<file path="config.mk">
export PLATFORM = sky130hd
export DESIGN_NAME = mem_access_unit
export DESIGN_NICKNAME = d
export VERILOG_FILES = /design/src/rtl/mem_access_pkg.sv /design/src/rtl/mem_access_unit.sv
export SDC_FILE = /design/constraint.sdc
export NUM_CORES = 1
export LEC_CHECK = 0
export BUFFER_PORTS_ARGS = -buffer_cell sky130_fd_sc_hd__buf_2
export CORE_MARGIN = 4
export CORE_UTILIZATION = 30
export CTS_CLUSTER_DIAMETER = 60
export DETAILED_ROUTE_END_ITERATION = 10
export PLACE_DENSITY = 0.57
export REMOVE_ABC_BUFFERS = 1
export SYNTH_ARGS = -nofsm -noshare
export SYNTH_HDL_FRONTEND = slang
export SYNTH_SLANG_ARGS = --single-unit
</file>
<file path="constraint.sdc">
create_clock -name clk -period 6.5 [get_ports clk]
set_clock_uncertainty 0.15 [all_clocks]
set_input_delay 1.3 -clock clk [delete_from_list [all_inputs] [get_ports clk]]
set_output_delay 1.3 -clock clk [all_outputs]
set_load 0.03 [all_outputs]
</file>
<file path="src/rtl/mem_access_pkg.sv">
// Shared definitions for the memory access unit: FSM state encoding,
// default widths and the access-length helper.
package mem_access_pkg;

    localparam int DEF_ADDR_W        = 5;
    localparam int DEF_DATA_W        = 32;
    localparam int DEF_ACCESS_CYCLES = 1;

    typedef enum logic [1:0] {
        ST_IDLE   = 2'd0,
        ST_SETUP  = 2'd1,
        ST_ACCESS = 2'd2,
        ST_DONE   = 2'd3
    } mau_state_e;

    // A configured length of 0 still needs one strobe cycle.
    function automatic int eff_access_cycles(input int cycles);
        return (cycles < 1) ? 1 : cycles;
    endfunction

endpackage

</file>
<file path="src/rtl/mem_access_unit.sv">
// Single-port memory sequencer: accepts one load/store request, drives a
// setup cycle, holds the memory strobe for a fixed number of cycles,
// then presents the captured data word until the consumer takes it.
module mem_access_unit
    import mem_access_pkg::*;
#(
    parameter int ADDR_W        = DEF_ADDR_W,
    parameter int DATA_W        = DEF_DATA_W,
    parameter int ACCESS_CYCLES = DEF_ACCESS_CYCLES
) (
    input  logic              clk,
    input  logic              rst,
    input  logic              req_valid,
    output logic              req_ready,
    input  logic              req_wr,
    input  logic [ADDR_W-1:0] req_addr,
    input  logic [DATA_W-1:0] req_wdata,
    output logic              rsp_valid,
    input  logic              rsp_ready,
    output logic [DATA_W-1:0] rsp_rdata,
    output logic [ADDR_W-1:0] mem_addr,
    output logic [DATA_W-1:0] mem_datain,
    output logic              mem_sigwr,
    output logic              mem_sigon,
    input  logic [DATA_W-1:0] mem_dataout
);

    localparam int              ACC_N    = eff_access_cycles(ACCESS_CYCLES);
    localparam int              CNT_W    = $clog2(ACC_N + 1);
    localparam logic [CNT_W-1:0] CNT_LOAD = CNT_W'(ACC_N);
    localparam logic [CNT_W-1:0] CNT_ONE  = CNT_W'(1);

    mau_state_e        state_q, state_d;
    logic [CNT_W-1:0]  cnt_q, cnt_d;
    logic [ADDR_W-1:0] addr_q;
    logic [DATA_W-1:0] wdata_q;
    logic              wr_q;
    logic [DATA_W-1:0] rdata_q;

    logic accept;
    logic last_access;

    assign accept      = req_valid && req_ready;
    assign last_access = (state_q == ST_ACCESS) && (cnt_q <= CNT_ONE);

    // State and strobe counter registers; reset forces IDLE immediately.
    always_ff @(posedge clk or posedge rst) begin
        if (rst) begin
            state_q <= ST_IDLE;
            cnt_q   <= '0;
        end else begin
            state_q <= state_d;
            cnt_q   <= cnt_d;
        end
    end

    // Next state: the counter is loaded leaving SETUP and counts the
    // remaining strobe cycles down while in ACCESS.
    always_comb begin
        state_d = state_q;
        cnt_d   = cnt_q;
        unique case (state_q)
            ST_IDLE: begin
                if (accept) state_d = ST_SETUP;
            end
            ST_SETUP: begin
                state_d = ST_ACCESS;
                cnt_d   = CNT_LOAD;
            end
            ST_ACCESS: begin
                if (cnt_q <= CNT_ONE) begin
                    state_d = ST_DONE;
                    cnt_d   = '0;
                end else begin
                    cnt_d = cnt_q - CNT_ONE;
                end
            end
            ST_DONE: begin
                if (rsp_ready) state_d = ST_IDLE;
            end
            default: state_d = ST_IDLE;
        endcase
    end

    // Request latches and the memory data register. Address/data only
    // change on accept, so they are stable across SETUP and ACCESS and
    // keep their last value while idle. A store echoes its own write
    // data so the result does not depend on memory write-through.
    always_ff @(posedge clk or posedge rst) begin
        if (rst) begin
            addr_q  <= '0;
            wdata_q <= '0;
            wr_q    <= 1'b0;
            rdata_q <= '0;
        end else begin
            if (accept) begin
                addr_q  <= req_addr;
                wdata_q <= req_wdata;
                wr_q    <= req_wr;
            end
            if (last_access) begin
                rdata_q <= wr_q ? wdata_q : mem_dataout;
            end
        end
    end

    // Outputs decoded from state; req_ready stays low while reset is held.
    always_comb begin
        req_ready = 1'b0;
        rsp_valid = 1'b0;
        mem_sigwr = 1'b0;
        mem_sigon = 1'b0;
        unique case (state_q)
            ST_IDLE:   req_ready = !rst;
            ST_SETUP:  mem_sigwr = wr_q;
            ST_ACCESS: begin
                mem_sigwr = wr_q;
                mem_sigon = 1'b1;
            end
            ST_DONE:   rsp_valid = 1'b1;
            default:   ;
        endcase
    end

    assign mem_addr   = addr_q;
    assign mem_datain = wdata_q;
    assign rsp_rdata  = rdata_q;

endmodule

</file>
## Word level (Yosys, flattened, before mapping)

Cells that the tools add are included.
Widths: inputs -> output; s select.

- Add/sub/neg operators: 1
- Magnitude comparators: 1
- Equal/unequal tests: 6
- Multiplexer cells: 11
- Reductions and logical operators: 7

Operator list:

| kind | count |
|---|---|
| $mux 32 | 1 |
| $pmux 2 s4 | 1 |
| $mux 2 | 3 |
| $mux 1 | 5 |
| $eq 2x2->1 const B | 2 |
| $ne 2x2->1 const B | 2 |
| $reduce_and 3->1 | 1 |
| $eq 2x1->1 const B | 1 |
| $logic_and 1x1->1 | 2 |
| $logic_not 2->1 | 1 |
| $ne 2x1->1 const B | 1 |
| $pmux 1 s2 | 1 |
| $reduce_bool 2->1 | 1 |
| $reduce_or 2->1 | 1 |
| $le 1x1->1 const B | 1 |
| $logic_not 1->1 | 1 |
| $sub 1x1->1 const B | 1 |

- Bits in registers: 73
- Output and inout bits: 73
- Word-level logic and storage cells: 32

## Longest topological paths before layout

Gate-level depths: netlist of run 1.

- Depth after elaboration: 5
- Gate-level depth with buffers: 7

## Worst setup path after synthesis of run 1

Ideal clock, no wire load.

- Kind: input-to-output
- From: input port rst
- To: output port req_ready
- Arrival time: 1.508 ns
- Setup slack: 3.542 ns
- Cell stages on the path: 1
- Buffers on the path: 0
- Cells stage by stage: nor2b_4

- Word-level cells in the longest chain between the ends: 2

RTL lines:

| what | RTL line | source |
|---|---|---|
| start: declaration | mem_access_unit.sv:12 | `input logic rst,` |
| $logic_not 1->1 | mem_access_unit.sv:114 | `ST_IDLE: req_ready = !rst;` |
| $mux 1 | mem_access_unit.sv:113 | `unique case (state_q)` |
| end: declaration | mem_access_unit.sv:14 | `output logic req_ready,` |

No other way between the ends.

## Final worst setup path of run 1

- From: register wr_q
- To: output port mem_sigwr

- Word-level cells in the longest chain between the ends: 1

RTL lines:

| what | RTL line | source |
|---|---|---|
| start: declaration | mem_access_unit.sv:37 | `logic wr_q;` |
| start signal: assignment | mem_access_unit.sv:99 | `wr_q <= req_wr;` |
| $mux 1 | mem_access_unit.sv:113 |  |
| end: declaration | mem_access_unit.sv:23 | `output logic mem_sigwr,` |

No other way between the ends.

==> results of run 1 <==
[layout make-up]
class | instances | area (sq um) | area share
Multi-Input combinational cell | 147 | 1220 | 0.292
Sequential cell | 72 | 1800 | 0.429
Inverter | 3 | 11.3 | 0.00268
Tap cell | 136 | 170 | 0.0405
Timing Repair Buffer | 148 | 746 | 0.178
Clock inverter | 5 | 104 | 0.0247
Clock buffer | 11 | 141 | 0.0337
[cells in the mapped netlist (all sizes together)]
library cell   n
buf           13
nor2          33
nor2b          2
nand2b         1
a21oi         33
inv            3
mux2i         33
dfrtp         72
clkbuf         2
ha             4
mux2          39
nand2          1
and2           1
[registers in the layout, summed over array words and instances (netlist names)]
name / count
rsp_rdata: 32
wr_q: 1
mem_datain: 32
state_q: 2
mem_addr: 5
[worst register-to-register path: stages (launching register included)]
cell and delay [ns]:
sky130_fd_sc_hd__dfrtp_1 0.39, sky130_fd_sc_hd__inv_1 0.13, sky130_fd_sc_hd__ha_1 0.19, sky130_fd_sc_hd__nor2b_4 0.15, sky130_fd_sc_hd__nand2_2 0.65, sky130_fd_sc_hd__mux2_4 0.58
[worst paths after layout]
| path | end | slack [ns] | cells past startpoint |
|---|---|---|---|
| max reg2reg | mem_datain[7] | 4.14 | 5 |
| min reg2reg | mem_addr[1] | 0.36 | 1 |
| max | mem_sigwr | 3.24 | 2 |
| max in group asynchronous | wr_q | 4.44 | 3 |
| min | mem_addr[1] | 0.36 | 1 |
| min in group asynchronous | state_q[0] | 1.13 | 3 |
[power groups by stage]
| stage | logic [mW] | clock network (mW) | registers (mW) |
|---|---|---|---|
| after floorplan | 0.502 | 0 | 1.29 |
| after global placement | 1.28 | 0 | 0.876 |
| after detailed placement | 1.29 | 0 | 0.883 |
| after CTS | 1.29 | 0.451 | 0.877 |
| after global routing | 1.37 | 0.468 | 0.910 |
| final | 1.27 | 0.434 | 0.871 |
[per-stage QoR]
| stage | power [mW] | hold slack (ns) | setup slack (ns) |
|---|---|---|---|
| final | 2.58 | 0.360 | 3.24 |
| after global routing | 2.75 | 0.391 | 3.11 |
| after CTS | 2.62 | 0.363 | 3.19 |
| after detailed placement | 2.18 | 0.342 | 3.30 |
| after global placement | 2.15 | 0.335 | 3.31 |
| after floorplan | 1.79 | 0.362 | 3.20 |
[logic make-up after synthesis]
kind of cell | Yosys count | share of synthesized area
mux | 72 | 0.270
flops | 72 | 0.576
simple gates | 38 | 0.0520
compound gates | 33 | 0.0528
buf+inv | 18 | 0.0336
fa+ha+maj | 4 | 0.0160
[routing by layer]
layer	GRT usage	vias up	wire length, um
met2	0.192	79	3480
met3	0.0425	10	677
met4	0.0475	0	102
met1	0.148	1055	3120
li1	-	1109	-
met5	0	-	0
==> results.ini, run 1 <==
[clock_network]
clock_path_buffers = 2
clkSlewWorstSetupHoldPaths_ns = 0.07
holdBufCountCts = 0
cts_tree = built
cts_sinks = 72
cts_setup_buffers = 0
clk_latency_ns = 0.34
tritoncts_buffers = 9
cts_resized = 0
cts_htree_levels = 3
cts_root_buf = sky130_fd_sc_hd__clkbuf_8

[worst_setup_path]
worstPathCellList = and2_1 > buf_2
critical_path.top_delay_family = flip-flops
critical_path_start = wr_q
critical_path.startpoint_type = register
worst-path-max-fanout = 34
timing_worst_setup_path_type = register to primary output
worst-path-buf-inv = 1
setup.worst_path.end_class = primary output
critical_path.slowest_cell = sky130_fd_sc_hd__dfrtp_2
delay_of_the_slowest_cell_on_the_worst_path_ns = 1.05
arr_time_crit_path_ns = 1.81
worst-endpoint-required_ns = 5.05
worst_r2r_startpoint = state_q[0]

[route]
drt-vias-per-instance = 4.32
drtAntennaViolNets = 0
number_of_iterations_in_the_first_detailed_routing_pass = 4
routed_wire_length_per_instance_um = 14.1
routed_wirelength_um = 7390
post-route-drc-count = 0
first_drt_iteration_drcs = 35
routed-via-count = 2253

[placement]
total_of_buffers_placed_on_input_and_output_ports = 146
gp_routability_congestion = 0.723
placement.cell_area_sq_um = 3960
dp_cells = 506
detailed_place_hpwl_um = 5140

[grt]
grt_first_pass_wirelength_um = 11300
via_count_of_the_first_global_routing_pass = 2300
antenna_found_initial = 0
grt_overall_usage = 0.120
grt-ovfl-total = 0
grt_max_degree = 73

[final_layout]
num-fill-cells = 1022
final_layout_size_suffix_gt1_frac = 0.534
finish.cell_count_without_fillers = 522
utilization = 0.411
most_used_cells_in_the_layout_excluding_fill_and_tap_cells = 146 x sky130_fd_sc_hd__buf_2, 71 x sky130_fd_sc_hd__dfrtp_1, 33 x sky130_fd_sc_hd__mux2i_1, 33 x sky130_fd_sc_hd__nor2_1, 33 x sky130_fd_sc_hd__a21oi_1
antenna_fix_cells = 0
nets = 459
postLayoutCellArea_sq_um = 4200
layout.cells.most_common = sky130_fd_sc_hd__buf_2
area_growth_pct = 34.2

[die]
fp.dieH_um = 110
rows = 37
design.die.area_sq_um = 12100
floorplan.core_area_sq_um = 10200
start_util = 0.306
design.portCount = 147
die_w_um = 110

[yosys]
share_of_yosys_cell_area_claimed_by_the_top_area_cell_type = 0.576
synthDistinctLibCells = 19
seq_area_frac_synth = 0.576
top_post_synthesis_cells_by_area = sky130_fd_sc_hd__dfrtp_1 58%, sky130_fd_sc_hd__mux2i_1 11%, sky130_fd_sc_hd__mux2_4 9.6%, sky130_fd_sc_hd__mux2_2 6.5%, sky130_fd_sc_hd__a21oi_1 5.3%
cell_accounting_for_the_most_synthesized_area = sky130_fd_sc_hd__dfrtp_1
ys_ff_latch = 72
syn_inst = 237
avgSynthCellArea_sq_um = 13.2
ys.warnings.count = 0
synth.cell_area_sq_um = 3130

[timing]
tightest_slew_ns = 1.18
grt_setup_unrepaired = false
final_max_slew_viol_count = 0
final.setup.tns_ns = 0
finalHoldViolCount = 0
report.final.setup_viol = 0
layout_worst_path_cycle_share = 0.501
minimum_clock_period_ns = 3.26
maxClockFrequency_mhz = 307
max-slew-margin-rel = 0.214

[hold_path]
worst_hold_path_type = register to register
min-delay-start = mem_addr[1]

[power_and_ir_drop]
seq_power_share = 0.338
p_sw_mw = 1.15
clock_power_share = 0.168
netSwitchingFraction = 0.447
cellLeakagePower_nw = 2.17
p_int_mw = 1.43
comb_power_share = 0.494
p_per_area_nw_per_um2 = 614
power.ir.vdd_worst_mv = 0.191

[status]
run_status = finished clean

[run]
max-cap-violations = 0

Note: power is estimated with default switching activity, not from simulation.
==> run 2, diff against run 1 <==
Clock period 6.5 ns to 3 ns, I/O delays scaled along.
==> run 2 against run 1 <==
- worst hold slack worse by 0.066 ns
- highest routed layer unchanged
- largest cell class unchanged
- count of clock-buffer cells in the layout rose by 2
- combinational power increased by 120%
- via count grew 1.1%
- power rose by 110%
- die area stayed put
- sequential share of layout area grew 0.53 points
==> results.ini, run 2 (synthesis gave the netlist of run 1 again) <==
[timing]
max-slew-margin-rel = 0.477  ; +0.263
final.setup.tns_ns = 0  ; unchanged
report.final.setup_viol = 0  ; unchanged
finalHoldViolCount = 0  ; unchanged
maxClockFrequency_mhz = 459
tightest_slew_ns = 0.784  ; -0.391 ns
final_max_slew_viol_count = 0  ; unchanged
layout_worst_path_cycle_share = 0.726
grt_setup_unrepaired = false
minimum_clock_period_ns = 2.18

[worst_setup_path]
worstSetupPathDepth = 2  ; unchanged
critical_path.startpoint_type = register
rrSetupSlack_ns = 0.95  ; -3.19 ns
delay_of_the_slowest_cell_on_the_worst_path_ns = 0.70  ; -0.35 ns
worst-path-max-fanout = 17  ; -50%
arr_time_crit_path_ns = 1.43  ; -0.38 ns
worst-endpoint-required_ns = 2.25  ; -2.80 ns
critical_path.top_delay_family = flip-flops
timing_worst_setup_path_type = register to primary output
worstPathCellList = and2_1 > buf_2
worst-path-buf-inv = 1  ; unchanged
reg2regPathDepth = 6  ; +1
reg2reg_to = mem_addr[0]
critical_path.slowest_cell = sky130_fd_sc_hd__dfrtp_2
setup.worst_path.end_class = primary output
worst_r2r_startpoint = state_q[1]

[route]
routed_wire_length_per_instance_um = 14.3  ; +1.2%
number_of_iterations_in_the_first_detailed_routing_pass = 4  ; unchanged
first_drt_iteration_drcs = 70  ; +100%
routed_wirelength_um = 7500  ; +1.5%
drtAntennaViolNets = 0  ; unchanged
post-route-drc-count = 0  ; unchanged
drt-vias-per-instance = 4.35  ; +0.68%
routed-via-count = 2277  ; +1.1%

[grt]
grt_max_degree = 66  ; -9.6%
grt_first_pass_wirelength_um = 11900  ; +5.6%
grt_overall_usage = 0.127  ; +0.00684
via_count_of_the_first_global_routing_pass = 2401  ; +4.4%
antenna_found_initial = 0  ; unchanged
grt-ovfl-total = 0  ; unchanged

[die]
fp.dieH_um = 110  ; unchanged
design.portCount = 147  ; unchanged
start_util = 0.306  ; unchanged
rows = 37  ; unchanged
floorplan.core_area_sq_um = 10200  ; unchanged
design.die.area_sq_um = 12100  ; unchanged
die_w_um = 110  ; unchanged

[final_layout]
final_layout_size_suffix_gt1_frac = 0.531  ; -0.00275
antenna_fix_cells = 0  ; unchanged
area_growth_pct = 32.6
finish.cell_count_without_fillers = 524  ; +0.38%
layout.cells.most_common = sky130_fd_sc_hd__buf_2
nets = 461  ; +0.44%
num-fill-cells = 1022  ; unchanged
postLayoutCellArea_sq_um = 4150  ; -1.2%
most_used_cells_in_the_layout_excluding_fill_and_tap_cells = 146 x sky130_fd_sc_hd__buf_2, 71 x sky130_fd_sc_hd__dfrtp_1, 33 x sky130_fd_sc_hd__mux2i_1, 33 x sky130_fd_sc_hd__nor2_1, 33 x sky130_fd_sc_hd__a21oi_1

[clock_network]
clkSlewWorstSetupHoldPaths_ns = 0.07  ; about the same
cts_setup_buffers = 0  ; unchanged
cts_tree = built
cts_htree_levels = 3  ; unchanged
clock_path_buffers = 2  ; unchanged
cts_resized = 0  ; unchanged
clk_latency_ns = 0.33  ; about the same
cts_sinks = 72  ; unchanged
tritoncts_buffers = 9  ; unchanged
holdBufCountCts = 0  ; unchanged
cts_root_buf = sky130_fd_sc_hd__clkbuf_8

[placement]
placement.cell_area_sq_um = 3980  ; +0.70%
gp_routability_congestion = 0.801  ; +11%
total_of_buffers_placed_on_input_and_output_ports = 146  ; unchanged
detailed_place_hpwl_um = 5410  ; +5.2%
dp_cells = 508  ; +0.40%

[power_and_ir_drop]
p_per_area_nw_per_um2 = 1280  ; +110%
cellLeakagePower_nw = 2.15  ; -1.2%
power.ir.vdd_worst_mv = 0.453  ; +140%

[hold_path]
worst_hold_path_type = input port to asynchronous set/reset pin

[status]
run_status = finished clean

[run]
max-cap-violations = 0  ; unchanged

-- run 2: cell count changes in the layout (fill, tap and decap cells not counted), sizes merged --
cell      before  now
buf          148  150
clkbuf        11   13
bufinv         3    0
clkinvlp       0    1
-- run 2: worst reg2reg max path, stage by stage (launching register included) --
cell                      delay (ns)
sky130_fd_sc_hd__dfrtp_1        0.40
sky130_fd_sc_hd__inv_1          0.08
sky130_fd_sc_hd__ha_1           0.20
sky130_fd_sc_hd__nor2b_4        0.13
sky130_fd_sc_hd__nand2_2        0.05
sky130_fd_sc_hd__buf_4          0.50
sky130_fd_sc_hd__mux2_2         0.43
-- run 2: how the worst max path moves through the flow --
stage	slack, ns	startpoint	endpoint
2_1_floorplan	0.40	state_q[0]	mem_sigon
3_3_place_gp	0.99	rst	mem_datain[27]
3_5_place_dp	0.94	rst	mem_addr[0]
4_1_cts	0.76	wr_q	mem_sigwr
5_1_grt	0.74	state_q[1]	mem_sigwr
6_report	0.82	wr_q	mem_sigwr
-- run 2: per-layer routing --
layer | track usage | vias to the layer above | wire length [um]
li1 | - | 1105 | -
met1 | 0.166 | 1087 | 3240
met2 | 0.199 | 78 | 3590
met3 | 0.0379 | 7 | 601
met4 | 0.0449 | 0 | 64
met5 | 0 | - | 0
-- run 2: layout make-up --
class / count / area (sq um) / area share
Timing Repair Buffer: 150 / 773 / 0.186
Tap cell: 136 / 170 / 0.0410
Clock buffer: 13 / 149 / 0.0359
Inverter: 3 / 11.3 / 0.00271
Sequential cell: 72 / 1800 / 0.435
Clock inverter: 3 / 17.5 / 0.00422
Multi-Input combinational cell: 147 / 1220 / 0.295
-- run 2: where the power goes --
group | internal, mW | switching, mW
Combinational | 1.04 | 1.78
Sequential | 1.47 | 0.368
Clock | 0.321 | 0.337
Total | 2.83 | 2.48
-- run 2: through the flow --
stage	setup slack (ns)	total power [mW]	util	hold WS, ns
floorplan	0.403	3.87	-	0.362
global placement	0.987	4.67	0.389	0.336
detailed placement	0.938	4.73	0.389	0.343
CTS	0.765	5.42	0.406	0.308
global route	0.737	5.71	0.406	0.323
finish	0.822	5.32	0.406	0.294
==> run 3, diff against run 2 <==
Settings changed: ABC_AREA set to 1.
Clock period 3 ns to 2.1 ns, I/O delays scaled along.
==> run 3 against run 2 <==
- global-route usage increased by 3.3 points
- first-iteration DRC count increased by 140%
- via count increased by 29%
- final area increased by 0.21%
- highest routed layer unchanged
- power increased by 37%
- worst hold slack got worse by 0.27 ns
- die area decreased by 0.55%
- core utilization increased by 1.2 points
- setup slack got worse by 0.70 ns
- sequential cell count unchanged
- sequential power increased by 36%
==> results.ini, run 3 <==
[die]
design.portCount = 147  ; unchanged
die_w_um = 110  ; -0.28%
design.die.area_sq_um = 12100  ; -0.55%
start_util = 0.312  ; +0.00661
floorplan.core_area_sq_um = 9950  ; -2.7%
fp.dieH_um = 110  ; -0.28%
rows = 36  ; -2.7%

[clock_network]
clock_path_buffers = 2  ; unchanged
cts_tree = built
tritoncts_buffers = 9  ; unchanged
cts_root_buf = sky130_fd_sc_hd__clkbuf_8
cts_sinks = 72  ; unchanged
cts_htree_levels = 3  ; unchanged
clkSlewWorstSetupHoldPaths_ns = 0.07  ; about the same
clk_latency_ns = 0.34  ; about the same
holdBufCountCts = 0  ; unchanged

[yosys]
synthMostInstantiatedCell = sky130_fd_sc_hd__nand2_1
synth_top_cells_by_count = 116 x sky130_fd_sc_hd__nand2_1, 72 x sky130_fd_sc_hd__dfrtp_1, 56 x sky130_fd_sc_hd__o21ai_0, 40 x sky130_fd_sc_hd__nand3_1, 32 x sky130_fd_sc_hd__nor2_1
synth_enable_flop_cells = 0  ; unchanged
syn_inst = 364  ; +54%
ys_ff_latch = 72  ; unchanged
postSynth.asyncResetShare = 1.00  ; unchanged
cell_accounting_for_the_most_synthesized_area = sky130_fd_sc_hd__dfrtp_1
synthFlopType = sky130_fd_sc_hd__dfrtp_1
ys.warnings.count = 0  ; unchanged
share_of_yosys_cell_area_claimed_by_the_top_area_cell_type = 0.579  ; +0.00347
top_post_synthesis_cells_by_area = sky130_fd_sc_hd__dfrtp_1 58%, sky130_fd_sc_hd__nand2_1 14%, sky130_fd_sc_hd__o21ai_0 9.0%, sky130_fd_sc_hd__nand3_1 6.4%, sky130_fd_sc_hd__nor2_1 3.9%
avgSynthCellArea_sq_um = 8.55  ; -35%
synthDistinctLibCells = 16  ; -3
synth.cell_area_sq_um = 3110  ; -0.60%
seq_area_frac_synth = 0.579  ; +0.00347

[status]
run_status = finished clean

[route]
routed_wirelength_um = 9360  ; +25%
first_drt_iteration_drcs = 168  ; +140%
post-route-drc-count = 0  ; unchanged
drtAntennaViolNets = 0  ; unchanged
routed-via-count = 2946  ; +29%
drt-vias-per-instance = 4.55  ; +4.8%
routed_wire_length_per_instance_um = 14.5  ; +1.1%
number_of_iterations_in_the_first_detailed_routing_pass = 4  ; unchanged

[timing]
max-slew-margin-rel = 0.733  ; +0.257
minimum_clock_period_ns = 1.97
grt_setup_unrepaired = false
final.hold.worst_slack_ns = 0.0283  ; -0.266 ns
finalHoldViolCount = 0  ; unchanged
tightest_slew_ns = 0.400  ; -0.384 ns
layout_worst_path_cycle_share = 0.940
maxClockFrequency_mhz = 507
final_max_slew_viol_count = 0  ; unchanged
report.final.setup_viol = 0  ; unchanged
postLayoutSetupSlackWorst_ns = 0.126  ; -0.696 ns

[final_layout]
layout.cells.most_common = sky130_fd_sc_hd__buf_2
nets = 589  ; +28%
num-fill-cells = 1048  ; +2.5%
area_growth_pct = 33.7
most_used_cells_in_the_layout_excluding_fill_and_tap_cells = 144 x sky130_fd_sc_hd__buf_2, 116 x sky130_fd_sc_hd__nand2_1, 72 x sky130_fd_sc_hd__dfrtp_1
seqCellArea_sq_um = 1800  ; about the same
multi_input_area_sq_um = 1150  ; -6.2%
final_layout_size_suffix_gt1_frac = 0.339  ; -0.192
antenna_fix_cells = 0  ; unchanged

[worst_setup_path]
arr_time_crit_path_ns = 1.40  ; -0.03 ns
worst-path-max-fanout = 3  ; -14
critPathMostFrequentCell = sky130_fd_sc_hd__inv_1
worstPathCellList = inv_1 > ha_1 > nand2_1 > inv_1 > clkbuf_4
critical_path.slowest_cell = sky130_fd_sc_hd__dfrtp_1
delay_of_the_slowest_cell_on_the_worst_path_ns = 0.37  ; -0.33 ns
critical_path.startpoint_type = register
worst-endpoint-required_ns = 1.53  ; -0.72 ns
setup.worst_path.end_class = primary output
timing_worst_setup_path_type = register to primary output

[grt]
via_count_of_the_first_global_routing_pass = 2822  ; +18%
antenna_found_initial = 0  ; unchanged
grt_max_degree = 73  ; +11%
grt_overall_usage = 0.160  ; +0.0332
grt-ovfl-total = 0  ; unchanged
grt_first_pass_wirelength_um = 14800  ; +24%

[placement]
total_of_buffers_placed_on_input_and_output_ports = 146  ; unchanged
detailedPlace.worstSlack_ns = 0.465  ; -0.473 ns
detailed_place_hpwl_um = 6710  ; +24%
gp_routability_congestion = 0.738  ; -7.8%

[run]
max-cap-violations = 0  ; unchanged

[power_and_ir_drop]
cellLeakagePower_nw = 2.30  ; +7.2%
power.ir.vdd_worst_mv = 0.589  ; +30%
p_per_area_nw_per_um2 = 1750  ; +36%

[hold_path]
worst_hold_path_type = input port to asynchronous set/reset pin

-- run 3: cell types whose count changed in the layout (fill, tap and decap cells not counted), moves of 2 or more --
cell,change
sky130_fd_sc_hd__mux2_2,-18
sky130_fd_sc_hd__buf_4,+11
sky130_fd_sc_hd__inv_1,+6
sky130_fd_sc_hd__nand3_1,+40
sky130_fd_sc_hd__mux2_4,-20
sky130_fd_sc_hd__nand2_1,+116
sky130_fd_sc_hd__a21oi_1,-33
sky130_fd_sc_hd__buf_2,-2
sky130_fd_sc_hd__o21ai_0,+56
sky130_fd_sc_hd__o21ai_1,+9
sky130_fd_sc_hd__mux2i_1,-33
-- run 3: power by group --
part	internal [mW]	switching, mW	leakage [nW]	total, mW
Clock	0.448	0.485	0.0794	0.933
Combinational	1.12	2.72	1.33	3.83
Sequential	2.07	0.442	0.890	2.51
-- run 3: cell families (layout without fill, tap and decap cells) --
group | count (synthesis) | in the layout | share of synthesized area
compound gates | 65 | 65 | 0.105
fa+ha+maj | 4 | 4 | 0.0161
simple gates | 190 | 190 | 0.247
buf+inv | 33 | 183 | 0.0531
flops | 72 | 72 | 0.579
-- run 3: final timing paths --
check                      slack [ns]  cells past startpoint          start             end
min in group clk                 0.16                      3  req_wdata[12]  mem_datain[12]
min reg2reg                      0.33                      2    mem_addr[4]     mem_addr[4]
max reg2reg                      0.44                      6     state_q[1]      state_q[0]
max                              0.13                      5     state_q[0]       mem_sigwr
max in group asynchronous        1.43                      3            rst   mem_datain[3]
min                              0.03                      3            rst     mem_addr[1]
-- run 3: area by class of cell --
cell class | instances | share of cell area
Clock buffer | 13 | 0.0358
Clock inverter | 1 | 0.00120
Inverter | 9 | 0.00813
Multi-Input combinational cell | 259 | 0.276
Sequential cell | 72 | 0.433
Tap cell | 133 | 0.0400
Timing Repair Buffer | 160 | 0.205
-- run 3: through the flow --
step,setup TNS (ns),std cells,total power [mW],utilization,cell area [sq um]
detailed placement,0,632,6.40,0.401,3990
finish,0,647,7.27,0.418,4160
global route,0,647,7.89,0.418,4160
global placement,0,632,6.33,0.401,3990
floorplan,-59.36,340,5.00,-,2980
CTS,0,646,7.38,0.416,4150
-- run 3: layer usage --
metal | GRT usage | wire length, um | vias to the layer above
met5 | 0 | 0 | -
met3 | 0.0493 | 768 | 11
li1 | - | - | 1471
met1 | 0.208 | 3980 | 1354
met4 | 0.0490 | 104 | 0
met2 | 0.255 | 4510 | 110
-- run 3: critical path: cells and delay by family, from the launching register on --
family	cells	cell delay (ns)
buf+inv	3	0.30
fa+ha+maj	1	0.32
flops	1	0.37
simple gates	1	0.08
-- run 3: repair_timing --
item | 4_1_cts | 5_1_grt
gates resized for setup | 0 | 3
setup buffers | 0 | 1
setup endpoints to repair | 0 | 2
